File: config.mk
export PLATFORM = sky130hd
export DESIGN_NAME = alu_req_arbiter
export DESIGN_NICKNAME = d
export VERILOG_FILES = /design/src/rtl/alu_req_arbiter.sv
export SDC_FILE = /design/constraint.sdc
export NUM_CORES = 1
export LEC_CHECK = 0
export CAP_MARGIN = 25
export CORE_AREA = 8 8 154 156
export CTS_CLUSTER_DIAMETER = 120
export CTS_CLUSTER_SIZE = 14
export DETAILED_ROUTE_END_ITERATION = 7
export DIE_AREA = 0 0 162 164
export GPL_TIMING_DRIVEN = 0
export PLACE_DENSITY = 0.7
export SYNTH_ARGS = -nofsm -noshare
export SYNTH_HDL_FRONTEND = slang
export SYNTH_SLANG_ARGS = --single-unit
File: constraint.sdc
create_clock -name Clk -period 5.2 [get_ports Clk]
set_input_delay 1.04 -clock Clk [delete_from_list [all_inputs] [get_ports Clk]]
set_output_delay 1.04 -clock Clk [all_outputs]
set_load 0.05 [all_outputs]
File: src/rtl/alu_req_arbiter.sv
// Round-robin arbiter that shares one multi-cycle ALU among NREQ requesters.
// It accepts one operation at a time, holds the operands for LAT cycles, then pulses the result back.
module alu_req_arbiter #(
  parameter int NREQ  = 4,
  parameter int WIDTH = 32,
  parameter int OPW   = 3,
  parameter int LAT   = 2
) (
  input  logic                  Clk,
  input  logic                  Rst,
  input  logic [NREQ-1:0]       ReqValid,
  output logic [NREQ-1:0]       ReqReady,
  input  logic [NREQ*WIDTH-1:0] ReqArgA,
  input  logic [NREQ*WIDTH-1:0] ReqArgB,
  input  logic [NREQ*OPW-1:0]   ReqOp,
  output logic [WIDTH-1:0]      AluArgA,
  output logic [WIDTH-1:0]      AluArgB,
  output logic [OPW-1:0]        AluOp,
  output logic                  AluIssue,
  input  logic [WIDTH-1:0]      AluResult,
  output logic [NREQ-1:0]       RspValid,
  output logic [WIDTH-1:0]      RspResult,
  output logic [2:0]            RspId,
  output logic                  Busy
);

  localparam int CW = $clog2(LAT + 1);

  typedef enum logic [1:0] {IDLE, EXEC, RESP} state_t;

  state_t           r_state;
  logic [2:0]       r_lastGnt;
  logic [2:0]       r_gnt;
  logic [CW-1:0]    r_cnt;
  logic [WIDTH-1:0] r_aluArgA;
  logic [WIDTH-1:0] r_aluArgB;
  logic [OPW-1:0]   r_aluOp;
  logic             r_aluIssue;
  logic [NREQ-1:0]  r_rspValid;
  logic [WIDTH-1:0] r_rspResult;
  logic [2:0]       r_rspId;

  logic [NREQ-1:0]  w_sel;
  logic             w_found;
  int               w_gntIdx;
  logic [NREQ-1:0]  w_gntOneHot;

  // Scan starting just after the last winner so every requester gets a turn within NREQ grants.
  always_comb begin
    w_sel    = '0;
    w_found  = 1'b0;
    w_gntIdx = 0;
    for (int k = 1; k <= NREQ; k++) begin
      if (!w_found && ReqValid[(int'(r_lastGnt) + k) % NREQ]) begin
        w_found  = 1'b1;
        w_gntIdx = (int'(r_lastGnt) + k) % NREQ;
        w_sel[(int'(r_lastGnt) + k) % NREQ] = 1'b1;
      end
    end
  end

  assign w_gntOneHot = {{(NREQ-1){1'b0}}, 1'b1} << r_gnt;
  assign ReqReady    = (r_state == IDLE && !Rst) ? w_sel : '0;
  assign Busy        = (r_state != IDLE);

  always_ff @(posedge Clk) begin
    if (Rst) begin
      r_state     <= IDLE;
      r_lastGnt   <= 3'(NREQ - 1);
      r_gnt       <= '0;
      r_cnt       <= '0;
      r_aluArgA   <= '0;
      r_aluArgB   <= '0;
      r_aluOp     <= '0;
      r_aluIssue  <= 1'b0;
      r_rspValid  <= '0;
      r_rspResult <= '0;
      r_rspId     <= '0;
    end else begin
      case (r_state)
        IDLE: begin
          r_rspValid <= '0;
          r_aluIssue <= 1'b0;
          if (w_found) begin
            r_aluArgA  <= ReqArgA[w_gntIdx*WIDTH +: WIDTH];
            r_aluArgB  <= ReqArgB[w_gntIdx*WIDTH +: WIDTH];
            r_aluOp    <= ReqOp[w_gntIdx*OPW +: OPW];
            r_lastGnt  <= 3'(w_gntIdx);
            r_gnt      <= 3'(w_gntIdx);
            r_cnt      <= CW'(LAT);
            r_aluIssue <= 1'b1;
            r_state    <= EXEC;
          end
        end
        EXEC: begin
          r_aluIssue <= 1'b0;
          r_cnt      <= r_cnt - CW'(1);
          // Last cycle of stable operands: the ALU output is valid now.
          if (r_cnt == CW'(1)) begin
            r_rspResult <= AluResult;
            r_rspId     <= r_gnt;
            r_rspValid  <= w_gntOneHot;
            r_state     <= RESP;
          end
        end
        RESP: begin
          r_rspValid <= '0;
          r_state    <= IDLE;
        end
        default: r_state <= IDLE;
      endcase
    end
  end

  assign AluArgA   = r_aluArgA;
  assign AluArgB   = r_aluArgB;
  assign AluOp     = r_aluOp;
  assign AluIssue  = r_aluIssue;
  assign RspValid  = r_rspValid;
  assign RspResult = r_rspResult;
  assign RspId     = r_rspId;

endmodule

==> impl_metrics.py <==
metrics = {
    "run_status": {
        "outcome": "finished clean",
    },
    "floorplan": {
        "core_um2": 21400,
        "start_util_pct": 30.4,
        "die_x_um": 162,
        "io_pins": 418,
        "rows": 54,
        "die_area_um2": 26600,
        "die_h_um": 164,
    },
    "layout": {
        "final_nets": 1447,
        "final_layout_size_suffix_gt1_share_pct": 5.86,
        "multi_input_area_um2": 3780,
        "final_cell_mix": "clkdlybuf4s50_1 (410), mux2i_1 (131), dfxtp_1 (114)",
        "insertedDiodeCount": 0,
        "seq_area_um2": 2280,
        "fin_area_um2": 11600,
        "final_common_cell": "clkdlybuf4s50_1",
        "fill_cells": 2060,
        "area_delta_synth_final_pct": 78.3,
    },
    "clock_tree": {
        "postCtsSetupRepairBufs": 0,
        "clkTransAtPathRegs_ns": 0.06,
        "cts_buffer_depth": 2,
        "cts_hold_buf": 0,
        "numClockSinks": 114,
        "numCtsBuffers": 17,
        "cts_tree": "yes",
        "clock_latency_ns": 0.42,
        "cts.htree.levels": 4,
        "ctsRootBufferMaster": "clkbuf_16",
    },
    "synth": {
        "synth-simple-area-share_pct": 16.9,
        "syn_area_um2": 6480,
        "ys_async_sr_fraction_pct": 0,
        "synth_fp_nets": 1014,
        "ys_warn_count": 0,
        "yosys.area_share.adder_pct": 1.93,
        "synth_compound_area_share_pct": 17.8,
        "synthTopCellsByArea": "dfxtp_1 (35%), mux2i_1 (20%), o221ai_1 (8.6%)",
        "muxShareOfSynthArea_pct": 21.6,
        "yosysTopAreaCellShare_pct": 35.2,
        "seq_area_frac_synth_pct": 35.2,
        "synth_top_cell_by_area": "dfxtp_1",
        "synth_top_family_by_area": "multiplexers",
        "synth_seq_cells": 114,
        "synth_xor_area_share_pct": 0,
        "avgSynthCellArea_um2": 9.29,
        "synth_cell_type_count": 57,
        "ys.flop_type": "dfxtp_1",
        "synth_edf_count": 0,
        "synthCells": 698,
    },
    "global_routing": {
        "antenna_found_initial": 1,
        "grt_use_met3_pct": 6.57,
        "gr-usage-met2_pct": 39.2,
        "grt_max_degree": 17,
        "grt_usage_pct": 22.3,
        "grt_pass1_wl_mm": 45.1,
        "grtUsageMet1_pct": 25.9,
        "grt_overflow_total": 0,
        "grt_pass1_vias": 7583,
        "grt_busiest_layer": "met2",
    },
    "route": {
        "wire_per_inst_um": 21.6,
        "wirelength_mm": 30.8,
        "vias": 7179,
        "first_pass_iters": 5,
        "drc": 0,
        "ant_nets": 0,
        "avgViaCountPerCell": 5.04,
        "drt_first_iter_violations": 333,
    },
    "power": {
        "power.density_nw_per_um2": 367,
        "max-vdd-ir-drop_mv": 0.226,
        "leakage_nw": 4.66,
    },
    "worst_setup_path": {
        "required_ns": 5.50,
        "critical_path_class": "reg -> reg",
        "worstPathArrival_ns": 5.07,
        "cpPeakStageDelay_ns": 0.42,
        "crit_fanout": 10,
        "crit_slowest_cell": "dfxtp_1",
        "critPathTopFamily": "buffers and inverters",
        "worstSetupEndpointType": "flop",
        "start_kind": "flop",
        "worstPathCellList": "buf_6 -> buf_2 -> inv_1 -> ha_1 -> clkbuf_1 -> nor2b_1 -> nand2_1 -> a32o_2 -> and2_1 -> buf_6 -> inv_4 -> buf_4 -> ha_1 -> clkbuf_1 -> nor2b_2 -> a22o_1 -> a21oi_1 -> a21boi_0 -> a41o_1 -> a2111oi_0",
        "r2r_slack_ns": 0.44,
        "critPathBufInv": 8,
    },
    "placement": {
        "hpwlAfterDp_mm": 25.1,
        "gp_congestion": 0.883,
        "placed_area_um2": 11000,
        "port_buffers": 414,
    },
    "sta": {
        "fin_crit_sh_pct": 91.6,
        "worst_pin_slew_ns": 0.693,
        "hold_viol": 0,
        "max_slew_margin_pct": 53.8,
        "fmax_mhz": 210,
        "final_max_slew_viol_count": 0,
        "fin_tns_setup_ns": 0,
        "finalClockSkew_ns": 0.00766,
        "setup_viol": 0,
        "rsz0062_at_grt": "false",
        "period_needed_ns": 4.76,
    },
    "worst_hold_path": {
        "hold_path_class": "reg -> reg",
    },
    "job": {
        "max_cap_viol_count": 0,
    },
}
## Yosys cell counts, types with 6 or more instances
cell type    n
nand3b_1    68
nor2b_1      7
clkbuf_1    44
nand3_1      6
nand2_1     89
inv_1        6
buf_6       14
ha_1        10
a21oi_1     53
nor2_1      16
buf_2        6
o221ai_1    64
mux2i_1    131
dfxtp_1    114
## worst reg2reg max path, stage by stage, from the launching register on
cell	delay [ns]
dfxtp_1	0.42
buf_6	0.16
buf_2	0.22
inv_1	0.14
ha_1	0.30
clkbuf_1	0.30
nor2b_1	0.24
nand2_1	0.07
a32o_2	0.31
and2_1	0.16
buf_6	0.14
inv_4	0.08
buf_4	0.26
ha_1	0.17
clkbuf_1	0.34
nor2b_2	0.37
a22o_1	0.19
a21oi_1	0.05
a21boi_0	0.13
a41o_1	0.23
a2111oi_0	0.37
## what timing repair did
item,in CTS,in global routing
endpoints found under the setup margin,0,5
gates resized for setup,0,5
endpoints found under the hold margin,0,0
## cell families after synthesis
kind of cell,Yosys count
compound gates,157
fa+ha+maj,10
buf+inv,77
flops,114
mux,136
other cells,1
simple gates,203
## power breakdown
part           internal [W]  switching [W]  total (W)  leakage, nW
registers           0.00101      0.0000820    0.00109        0.935
logic              0.000854        0.00116    0.00201         3.46
clock network      0.000673       0.000459    0.00113        0.265
total               0.00254        0.00170    0.00424         4.66
## registers in the layout (all words and copies together) (netlist names)
| name | flops |
|---|---|
| AluArgA | 32 |
| r_state | 2 |
| RspValid | 4 |
| AluArgB | 32 |
| r_cnt | 2 |
| r_lastGnt | 2 |
| r_gnt | 2 |
| AluOp | 3 |
| AluIssue | 1 |
| RspResult | 32 |
| RspId | 2 |
## through the flow
stage | total power [W] | worst slack (ns) | std cells | util [%] | hold slack [ns]
after CTS | 0.00427 | 0.0853 | 1424 | 54.1 | 0.453
final | 0.00424 | 0.436 | 1424 | 54.1 | 0.452
after global placement | 0.00312 | 0.0905 | 1392 | 51.4 | 0.442
after floorplan | 0.00236 | 0.913 | 698 | - | 0.444
after global routing | 0.00442 | 0.0542 | 1424 | 54.1 | 0.474
after detailed placement | 0.00312 | 0.0150 | 1392 | 51.4 | 0.446
## path summary, 6_finish.rpt
check | start | endpoint | cells past startpoint
max | r_lastGnt[0] | AluOp[1] | 20
min | AluIssue | AluIssue | 2
max reg2reg | r_lastGnt[0] | AluOp[1] | 20
min reg2reg | AluIssue | AluIssue | 2
## layer usage
metal  vias up  share of wire (%)
met5         -              0.045
met4         2                1.6
met3        31                7.3
met2       289                 52
met1      3366                 39
li1       3491                  -
## area by class of cell
cell class / instances / area share [%]
well taps: 280 / 3.03
clock buffers: 18 / 3.80
multi-input cells: 507 / 32.7
clock inverters: 14 / 1.13
inverters: 9 / 0.314
flip-flops and latches: 114 / 19.7
plain buffers: 68 / 3.34
repair buffers: 414 / 35.9
No activity file was read; power rests on OpenSTA's default activity.
